<file path="config.mk">
export PLATFORM = sky130hd
export DESIGN_NAME = adder_tree_operand_packer_flat
export DESIGN_NICKNAME = d
export VERILOG_FILES = /design/src/rtl/adder_tree_operand_packer_pkg.sv /design/src/rtl/adder_tree_operand_packer_if.sv /design/src/rtl/adder_tree_operand_packer.sv /design/src/flat_wrapper.sv
export SDC_FILE = /design/constraint.sdc
export NUM_CORES = 1
export LEC_CHECK = 0
export CAP_MARGIN = 10
export CORE_MARGIN = 2
export CORE_UTILIZATION = 34
export DETAILED_ROUTE_END_ITERATION = 8
export PLACE_DENSITY = 0.69
export REMOVE_ABC_BUFFERS = 1
export SYNTH_ARGS = -nofsm -noshare
export SYNTH_HDL_FRONTEND = slang
export SYNTH_SLANG_ARGS = --single-unit
export TNS_END_PERCENT = 1
</file>
<file path="constraint.sdc">
create_clock -name clk -period 2.58 [get_ports clk]
set_input_delay 0.516 -clock clk [delete_from_list [all_inputs] [get_ports clk]]
set_output_delay 0.516 -clock clk [all_outputs]
set_load 0.01 [all_outputs]
</file>
<file path="src/rtl/adder_tree_operand_packer_pkg.sv">
// Shared types for the adder tree operand packer: operand count, packer states
// and the slot index type.
package adder_tree_operand_packer_pkg;

  localparam int NUM_OPERANDS = 5;

  typedef enum logic [1:0] {
    COLLECT = 2'd0,
    PRESENT = 2'd1,
    DROP    = 2'd2
  } packer_state_t;

  typedef logic [2:0] slot_idx_t;

  localparam slot_idx_t LAST_SLOT = slot_idx_t'(NUM_OPERANDS - 1);

endpackage

</file>
<file path="src/rtl/adder_tree_operand_packer_if.sv">
// Serial operand stream in, parallel operand frame out. The master side is the
// producer/consumer environment and the slave side is the packer.
interface adder_tree_operand_packer_if #(
  parameter int WIDTH = 16,
  parameter int CNT_W = 8
);

  logic [WIDTH-1:0] in_data;
  logic             in_valid;
  logic             in_last;
  logic             in_ready;
  logic [WIDTH-1:0] op_a;
  logic [WIDTH-1:0] op_b;
  logic [WIDTH-1:0] op_c;
  logic [WIDTH-1:0] op_d;
  logic [WIDTH-1:0] op_e;
  logic [2:0]       op_count;
  logic             op_valid;
  logic             op_ready;
  logic [CNT_W-1:0] frame_id;
  logic             err_trunc;

  modport master (
    output in_data, in_valid, in_last, op_ready,
    input  in_ready, op_a, op_b, op_c, op_d, op_e, op_count, op_valid,
           frame_id, err_trunc
  );

  modport slave (
    input  in_data, in_valid, in_last, op_ready,
    output in_ready, op_a, op_b, op_c, op_d, op_e, op_count, op_valid,
           frame_id, err_trunc
  );

endinterface

</file>
<file path="src/rtl/adder_tree_operand_packer.sv">
// Packs a serial stream of 1..5 operands into zero-padded parallel words for the
// 5-input adder tree, holding each frame until the downstream handshake.
module adder_tree_operand_packer
  import adder_tree_operand_packer_pkg::*;
#(
  parameter int WIDTH = 16,
  parameter int CNT_W = 8
) (
  input logic                  clk,
  input logic                  rst_n,
  adder_tree_operand_packer_if.slave bus
);

  packer_state_t    state_q, state_d;
  slot_idx_t        idx_q;
  slot_idx_t        op_count_q;
  logic [WIDTH-1:0] slots_q [NUM_OPERANDS];
  logic [CNT_W-1:0] frame_id_q;
  logic             in_ready_q;
  logic             err_q;
  logic             drop_pending_q;

  logic accept;
  logic close_frame;
  logic overflow;
  logic release_frame;

  // A frame closes on in_last or when the fifth slot fills; a fifth word without
  // in_last means the rest of that source frame must be thrown away.
  always_comb begin
    state_d       = state_q;
    accept        = bus.in_valid && in_ready_q;
    close_frame   = 1'b0;
    overflow      = 1'b0;
    release_frame = 1'b0;
    case (state_q)
      COLLECT: begin
        if (accept && (bus.in_last || idx_q == LAST_SLOT)) begin
          close_frame = 1'b1;
          overflow    = !bus.in_last;
          state_d     = PRESENT;
        end
      end
      PRESENT: begin
        if (bus.op_ready) begin
          release_frame = 1'b1;
          state_d       = drop_pending_q ? DROP : COLLECT;
        end
      end
      DROP: begin
        if (accept && bus.in_last) begin
          state_d = COLLECT;
        end
      end
      default: state_d = COLLECT;
    endcase
  end

  always_ff @(posedge clk or negedge rst_n) begin
    if (!rst_n) begin
      state_q        <= COLLECT;
      idx_q          <= '0;
      op_count_q     <= '0;
      frame_id_q     <= '0;
      in_ready_q     <= 1'b0;
      err_q          <= 1'b0;
      drop_pending_q <= 1'b0;
      for (int i = 0; i < NUM_OPERANDS; i++) begin
        slots_q[i] <= '0;
      end
    end else begin
      state_q    <= state_d;
      in_ready_q <= (state_d != PRESENT);
      err_q      <= overflow;
      if (state_q == COLLECT && accept) begin
        slots_q[idx_q] <= bus.in_data;
        idx_q          <= idx_q + 3'd1;
      end
      if (close_frame) begin
        op_count_q <= idx_q + 3'd1;
        frame_id_q <= frame_id_q + 1'b1;
        if (overflow) begin
          drop_pending_q <= 1'b1;
        end
      end
      // Clearing slots on release keeps unused slots at zero for the next frame.
      if (release_frame) begin
        idx_q          <= '0;
        op_count_q     <= '0;
        drop_pending_q <= 1'b0;
        for (int i = 0; i < NUM_OPERANDS; i++) begin
          slots_q[i] <= '0;
        end
      end
    end
  end

  assign bus.in_ready  = in_ready_q;
  assign bus.op_valid  = (state_q == PRESENT);
  assign bus.op_count  = op_count_q;
  assign bus.frame_id  = frame_id_q;
  assign bus.err_trunc = err_q;
  assign bus.op_a      = slots_q[0];
  assign bus.op_b      = slots_q[1];
  assign bus.op_c      = slots_q[2];
  assign bus.op_d      = slots_q[3];
  assign bus.op_e      = slots_q[4];

endmodule

</file>
<file path="src/flat_wrapper.sv">
// flat-port wrapper written by rule: the top's interface ports become plain ports
module adder_tree_operand_packer_flat import adder_tree_operand_packer_pkg::*;
#(
  parameter int WIDTH = 16,
  parameter int CNT_W = 8
)
  (clk, rst_n, bus_in_data, bus_in_valid, bus_in_last, bus_op_ready, bus_in_ready, bus_op_a, bus_op_b, bus_op_c, bus_op_d, bus_op_e, bus_op_count, bus_op_valid, bus_frame_id, bus_err_trunc);
  adder_tree_operand_packer_if #(.WIDTH(WIDTH), .CNT_W(CNT_W)) bus_i ();
  input logic clk;
  input logic rst_n;
  input wire logic [$bits(bus_i.in_data)-1:0] bus_in_data;
  input wire logic [$bits(bus_i.in_valid)-1:0] bus_in_valid;
  input wire logic [$bits(bus_i.in_last)-1:0] bus_in_last;
  input wire logic [$bits(bus_i.op_ready)-1:0] bus_op_ready;
  output wire logic [$bits(bus_i.in_ready)-1:0] bus_in_ready;
  output wire logic [$bits(bus_i.op_a)-1:0] bus_op_a;
  output wire logic [$bits(bus_i.op_b)-1:0] bus_op_b;
  output wire logic [$bits(bus_i.op_c)-1:0] bus_op_c;
  output wire logic [$bits(bus_i.op_d)-1:0] bus_op_d;
  output wire logic [$bits(bus_i.op_e)-1:0] bus_op_e;
  output wire logic [$bits(bus_i.op_count)-1:0] bus_op_count;
  output wire logic [$bits(bus_i.op_valid)-1:0] bus_op_valid;
  output wire logic [$bits(bus_i.frame_id)-1:0] bus_frame_id;
  output wire logic [$bits(bus_i.err_trunc)-1:0] bus_err_trunc;
  assign bus_i.in_data = bus_in_data;
  assign bus_i.in_valid = bus_in_valid;
  assign bus_i.in_last = bus_in_last;
  assign bus_i.op_ready = bus_op_ready;
  assign bus_in_ready = bus_i.in_ready;
  assign bus_op_a = bus_i.op_a;
  assign bus_op_b = bus_i.op_b;
  assign bus_op_c = bus_i.op_c;
  assign bus_op_d = bus_i.op_d;
  assign bus_op_e = bus_i.op_e;
  assign bus_op_count = bus_i.op_count;
  assign bus_op_valid = bus_i.op_valid;
  assign bus_frame_id = bus_i.frame_id;
  assign bus_err_trunc = bus_i.err_trunc;
  adder_tree_operand_packer #(.WIDTH(WIDTH), .CNT_W(CNT_W)) u_core (.clk(clk), .rst_n(rst_n), .bus(bus_i));
endmodule
</file>
[Word-level counts from Yosys, hierarchy flattened]
Cells that the tools add are included.
Storage, ports and cells
  bits in registers: 99
  bits of input ports: 21
  output and inout port bits: 94
  logic and storage cells: 56
Operators by class
  $add $sub $neg: 2
  order comparisons: 2
  eq/ne operators: 4
  multiplexer cells: 23
  bitwise gates (word level): 1
  reduce and logical (&&, ||, !) cells: 12
Operators with widths (number)
  $mux 80: 2
  $bwmux 80: 1
  $demux 16 s3: 1
  $mux 16: 1
  $mux 3: 4
  $mux 1: 9
  $add 8x1->8 const B: 1
  $mux 2: 4
  $pmux 2 s3: 1
  $reduce_bool 2->1: 3
  $logic_and 1x1->1: 5
  $ge 4x4->1 const B: 1
  $lt 4x1->1 const B: 1
  $not 3->4: 1
  $add 3x1->3 const B: 1
  $eq 3x3->1 const B: 1
  $eq 2x1->1 const B: 1
  $eq 2x2->1 const B: 1
  $logic_not 2->1: 1
  $ne 2x1->1 const B: 1
  $reduce_and 2->1: 1
  $logic_not 1->1: 1
  $logic_or 1x1->1: 1

[Logic depth before layout (Yosys ltp)]
  word-level depth: 8
  depth in mapped cells: 6
  depth with buffers taken out: 5

[Worst setup path after synthesis]
No wires, ideal clock.
  kind: reg2reg
  from: register u_core.idx_q[1]
  to: register u_core.frame_id_q[1] (netlist: u_core.bus.frame_id[1])
  library setup time: 125 ps
  data arrival time: 1476 ps
  data required time: 2455 ps
  path slack: 980 ps
  stages on the path, launching flop included: 7
  path buffers: 1
  cell sequence: dfrtp_1 -> buf_2 -> inv_1 -> ha_1 -> a21oi_2 -> nor2_1 -> mux2_2
On the way
  cells in the longest elaborated chain, start to end: 5
RTL lines
  start, declared: RTL line adder_tree_operand_packer.sv:15  | slot_idx_t idx_q;
  start signal, assigned: RTL line adder_tree_operand_packer.sv:77  | idx_q <= idx_q + 3'd1;
  $eq 3x3->1: RTL line adder_tree_operand_packer.sv:38  | if (accept && (bus.in_last || idx_q == LAST_SLOT)) begin
  $logic_or 1x1->1: RTL line adder_tree_operand_packer.sv:38
  $logic_and 1x1->1: RTL line adder_tree_operand_packer.sv:38
  $mux 1: RTL line adder_tree_operand_packer.sv:38
  $mux 1: RTL line adder_tree_operand_packer.sv:36  | case (state_q)
  end signal, assigned: RTL line adder_tree_operand_packer.sv:81  | frame_id_q <= frame_id_q + 1'b1;
  end, declared: RTL line adder_tree_operand_packer.sv:18  | logic [CNT_W-1:0] frame_id_q;
Every way passes these cells.
A chain may end at the register's enable or synchronous reset.

[Worst setup path after layout]
  from: register u_core.state_q[1]
  to: output port bus_op_valid
On the way
  cells in the longest elaborated chain, start to end: 1
RTL lines
  start, declared: RTL line adder_tree_operand_packer.sv:14  | packer_state_t state_q, state_d;
  start signal, assigned: RTL line adder_tree_operand_packer.sv:72  | state_q <= state_d;
  $eq 2x1->1: RTL line adder_tree_operand_packer.sv:99  | assign bus.op_valid = (state_q == PRESENT);
  end, declared: RTL line flat_wrapper.sv:22  | output wire logic [$bits(bus_i.op_valid)-1:0] bus_op_valid;
Every way passes these cells.

==> impl_metrics.py <==
metrics = {
    "status": {
        "outcome": "complete, no violations",
    },
    "worst_setup_path": {
        "path_buf_inv": 2,
        "crit_family": "buffers and inverters",
        "crit_path_start_kind": "flop",
        "reg2reg_slack_ns": 0.56,
        "crit_type": "flop to output port",
        "slowest_delay_ns": 0.54,
        "critical_path.startpoint": "u_core.state_q[1]",
        "timing.rr.end": "u_core.bus.frame_id[1]",
        "rr_worst_depth": 5,
        "worstPathMaxFanout": 5,
        "slowest_stage": "clkdlybuf4s50_1",
        "cp_data_arrival_time_ns": 1.59,
        "cp_cell_sequence": "nand2b_1 -> inv_1 -> clkdlybuf4s50_1",
        "crit_required_ns": 2.06,
        "endpoint_kind": "output port",
        "r2r_start": "u_core.idx_q[0]",
    },
    "global_routing": {
        "grt_pass1_wl_mm": 20.57,
        "overflow": 0,
        "met2_usage": 0.2895,
        "grtUsageMet3": 0.06469,
        "gr-usage-all-layers": 0.1876,
        "grt_start_max_net_pins": 53,
        "gr-max-usage-layer": "met2",
        "antenna_found_initial": 0,
        "use_met1": 0.2462,
        "grt_pass1_vias": 3782,
    },
    "timing": {
        "finalHoldViolCount": 0,
        "fin_worst_skew_ns": 0.006995,
        "fin_setup_tns_ns": 0,
        "max_freq_mhz": 474.0,
        "fin_crit_sh": 0.8178,
        "relSlewSlack": 0.5366,
        "slew_viol_final": 0,
        "fin_crit_ns": 2.110,
        "worst_slew_pin_slew_ns": 0.6951,
        "rsz0062_at_grt": "false",
        "setup_viol": 0,
    },
    "clock_tree": {
        "cts_buffers": 9,
        "clock-root-buffer": "clkbuf_16",
        "cts_sinks": 99,
        "cts_resized": 0,
        "insertion_delay_ns": 0.35,
        "cts_tree": "yes",
        "clockBufferDepth": 2,
        "htree_levels": 3,
        "ctsHoldBuffers": 0,
        "clkTransAtPathRegs_ns": 0.07,
        "cts_setup_buffers": 0,
    },
    "power_and_ir_drop": {
        "pwr_density_cell_nw_per_um2": 1253,
        "p_total_mw": 7.473,
        "p_leak_nw": 2.424,
        "peakVddDrop_uv": 637.2,
    },
    "floorplan": {
        "fp.dieArea_um2": 13790,
        "die_h_um": 117.4,
        "start_util": 0.3480,
        "io_pins": 115,
        "core_area_um2": 12570,
        "rows": 41,
        "die_x_um": 117.4,
    },
    "place": {
        "post-dp-hpwl_mm": 8.505,
        "io_buffers": 114,
        "placed_cells": 706,
        "gp_congestion": 0.7932,
    },
    "synth": {
        "syn_area_per_cell_um2": 9.720,
        "synthTopCellsByArea": "dfrtp_1 (57%), nand3_1 (9.2%), o21ai_0 (8.1%)",
        "synth_edf_count": 0,
        "netlist_instances": 450,
        "ys.flop_type": "dfrtp_1",
        "yosys.cell_types.count": 41,
        "ys_warn_count": 0,
        "synth-seq-cells": 99,
        "synth_top_area_share": 0.5664,
        "async_flop_share": 1.000,
        "syn-cell-area_um2": 4374,
        "synth.yosys.seq_area_share": 0.5664,
        "synth_top_cell_by_area": "dfrtp_1",
    },
    "min_path": {
        "min_path_type": "primary input to asynchronous set/reset pin",
    },
    "route": {
        "via_count": 3867,
        "routed_wl_mm": 12.70,
        "drcViolationCount": 0,
        "dr.first_iter.drc_count": 339,
        "wl_per_cell_um": 17.62,
        "firstDrtPassIters": 6,
        "viasPerCell": 5.363,
        "antenna_left": 0,
    },
    "final_layout": {
        "diodes": 0,
        "synthToLayoutAreaGrowth_pct": 36.30,
        "instances_no_fill": 721,
        "drive_gt1_frac": 0.08015,
        "fin_nets": 569,
    },
    "job": {
        "cap_violations": 0,
    },
}
layout make-up:
cell class	instances	area (um^2)
timing repair buffer	125	1259
multi-input combinational	304	1675
sequential	99	2477
tap	172	215.2
clock buffer	12	266.5
clock inverter	3	46.29
fill	1190	6606
inverter	6	22.52
worst max path at each step:
stage / endpoint / slack [ns] / cells past startpoint
after floorplan: u_core.bus.op_b[0] / -5.29 / 3
after global placement: u_core.bus.frame_id[2] / 0.34 / 5
after detailed placement: u_core.bus.op_count[2] / 0.25 / 5
after CTS: bus_op_valid / 0.46 / 3
after global routing: u_core.bus.frame_id[1] / 0.37 / 5
final: bus_op_valid / 0.47 / 3
synthesized netlist by cell type, drive strengths merged (3+ instances only):
master and instances:
inv 6, nor3 4, nor3b 3, and2 3, nand3 80, ha 3
a21oi 55, buf 26, nand4 8, clkbuf 15, dfrtp 99, nand2 38
nor4 3, o21ai 83, xor2 6
per-stage QoR:
stage          cell area, um^2  worst slack, ns  utilization  hold WS (ns)
2_1_floorplan             4154           -5.289            -        0.2204
6_report                  5962           0.4701       0.4744        0.2197
3_3_place_gp              5649           0.3357       0.4495        0.4631
5_1_grt                   5962           0.3700       0.4744        0.2528
3_5_place_dp              5649           0.2532       0.4495        0.4709
4_1_cts                   5962           0.4614       0.4744        0.2255
state kept, by name, indices dropped and copies added, names as in the netlist:
register,flops
u_core.bus.in_ready,1
u_core.bus.op_d,16
u_core.bus.op_c,16
u_core.bus.op_count,3
u_core.bus.err_trunc,1
u_core.bus.frame_id,8
u_core.idx_q,3
u_core.bus.op_e,16
u_core.bus.op_b,16
u_core.state_q,2
u_core.bus.op_a,16
u_core.drop_pending_q,1
cell usage in the layout (no fill, tap or decap), types with 2 or more instances in the layout:
master and n:
inv_1 6, nand3_1 80, nand4_1 8, a21oi_1 54
clkdlybuf4s50_1 113, buf_12 3, nor4_1 3, or3b_4 2
and2_2 2, dfrtp_1 99, nor3_1 3, o21ai_2 2
xnor2_1 2, clkbuf_16 9, xor2_1 6, nand3b_1 2
o21ai_0 71, nor3b_2 2, buf_4 9, clkbuf_8 3
ha_1 3, o21ai_1 10, nand2_1 38
logic make-up after synthesis:
group / synth area share
fa+ha+maj: 0.008582
flops: 0.5664
simple gates: 0.1814
xor+xnor: 0.01602
compound gates: 0.1696
mux: 0.002574
buf+inv: 0.05549
power breakdown:
part / switching, mW / total (mW) / internal (mW) / leakage [nW]
Clock: 0.585 / 1.41 / 0.828 / 0.151
Sequential: 0.501 / 2.67 / 2.17 / 1.32
Combinational: 1.76 / 3.39 / 1.63 / 0.953
Total: 2.84 / 7.47 / 4.63 / 2.42
per-layer routing:
| layer | part of all wire | up-vias |
|---|---|---|
| li1 | - | 1785 |
| met4 | 0.021 | 0 |
| met1 | 0.43 | 1913 |
| met5 | 0 | - |
| met3 | 0.070 | 21 |
| met2 | 0.48 | 148 |
Power figures use the tool's default switching activity.
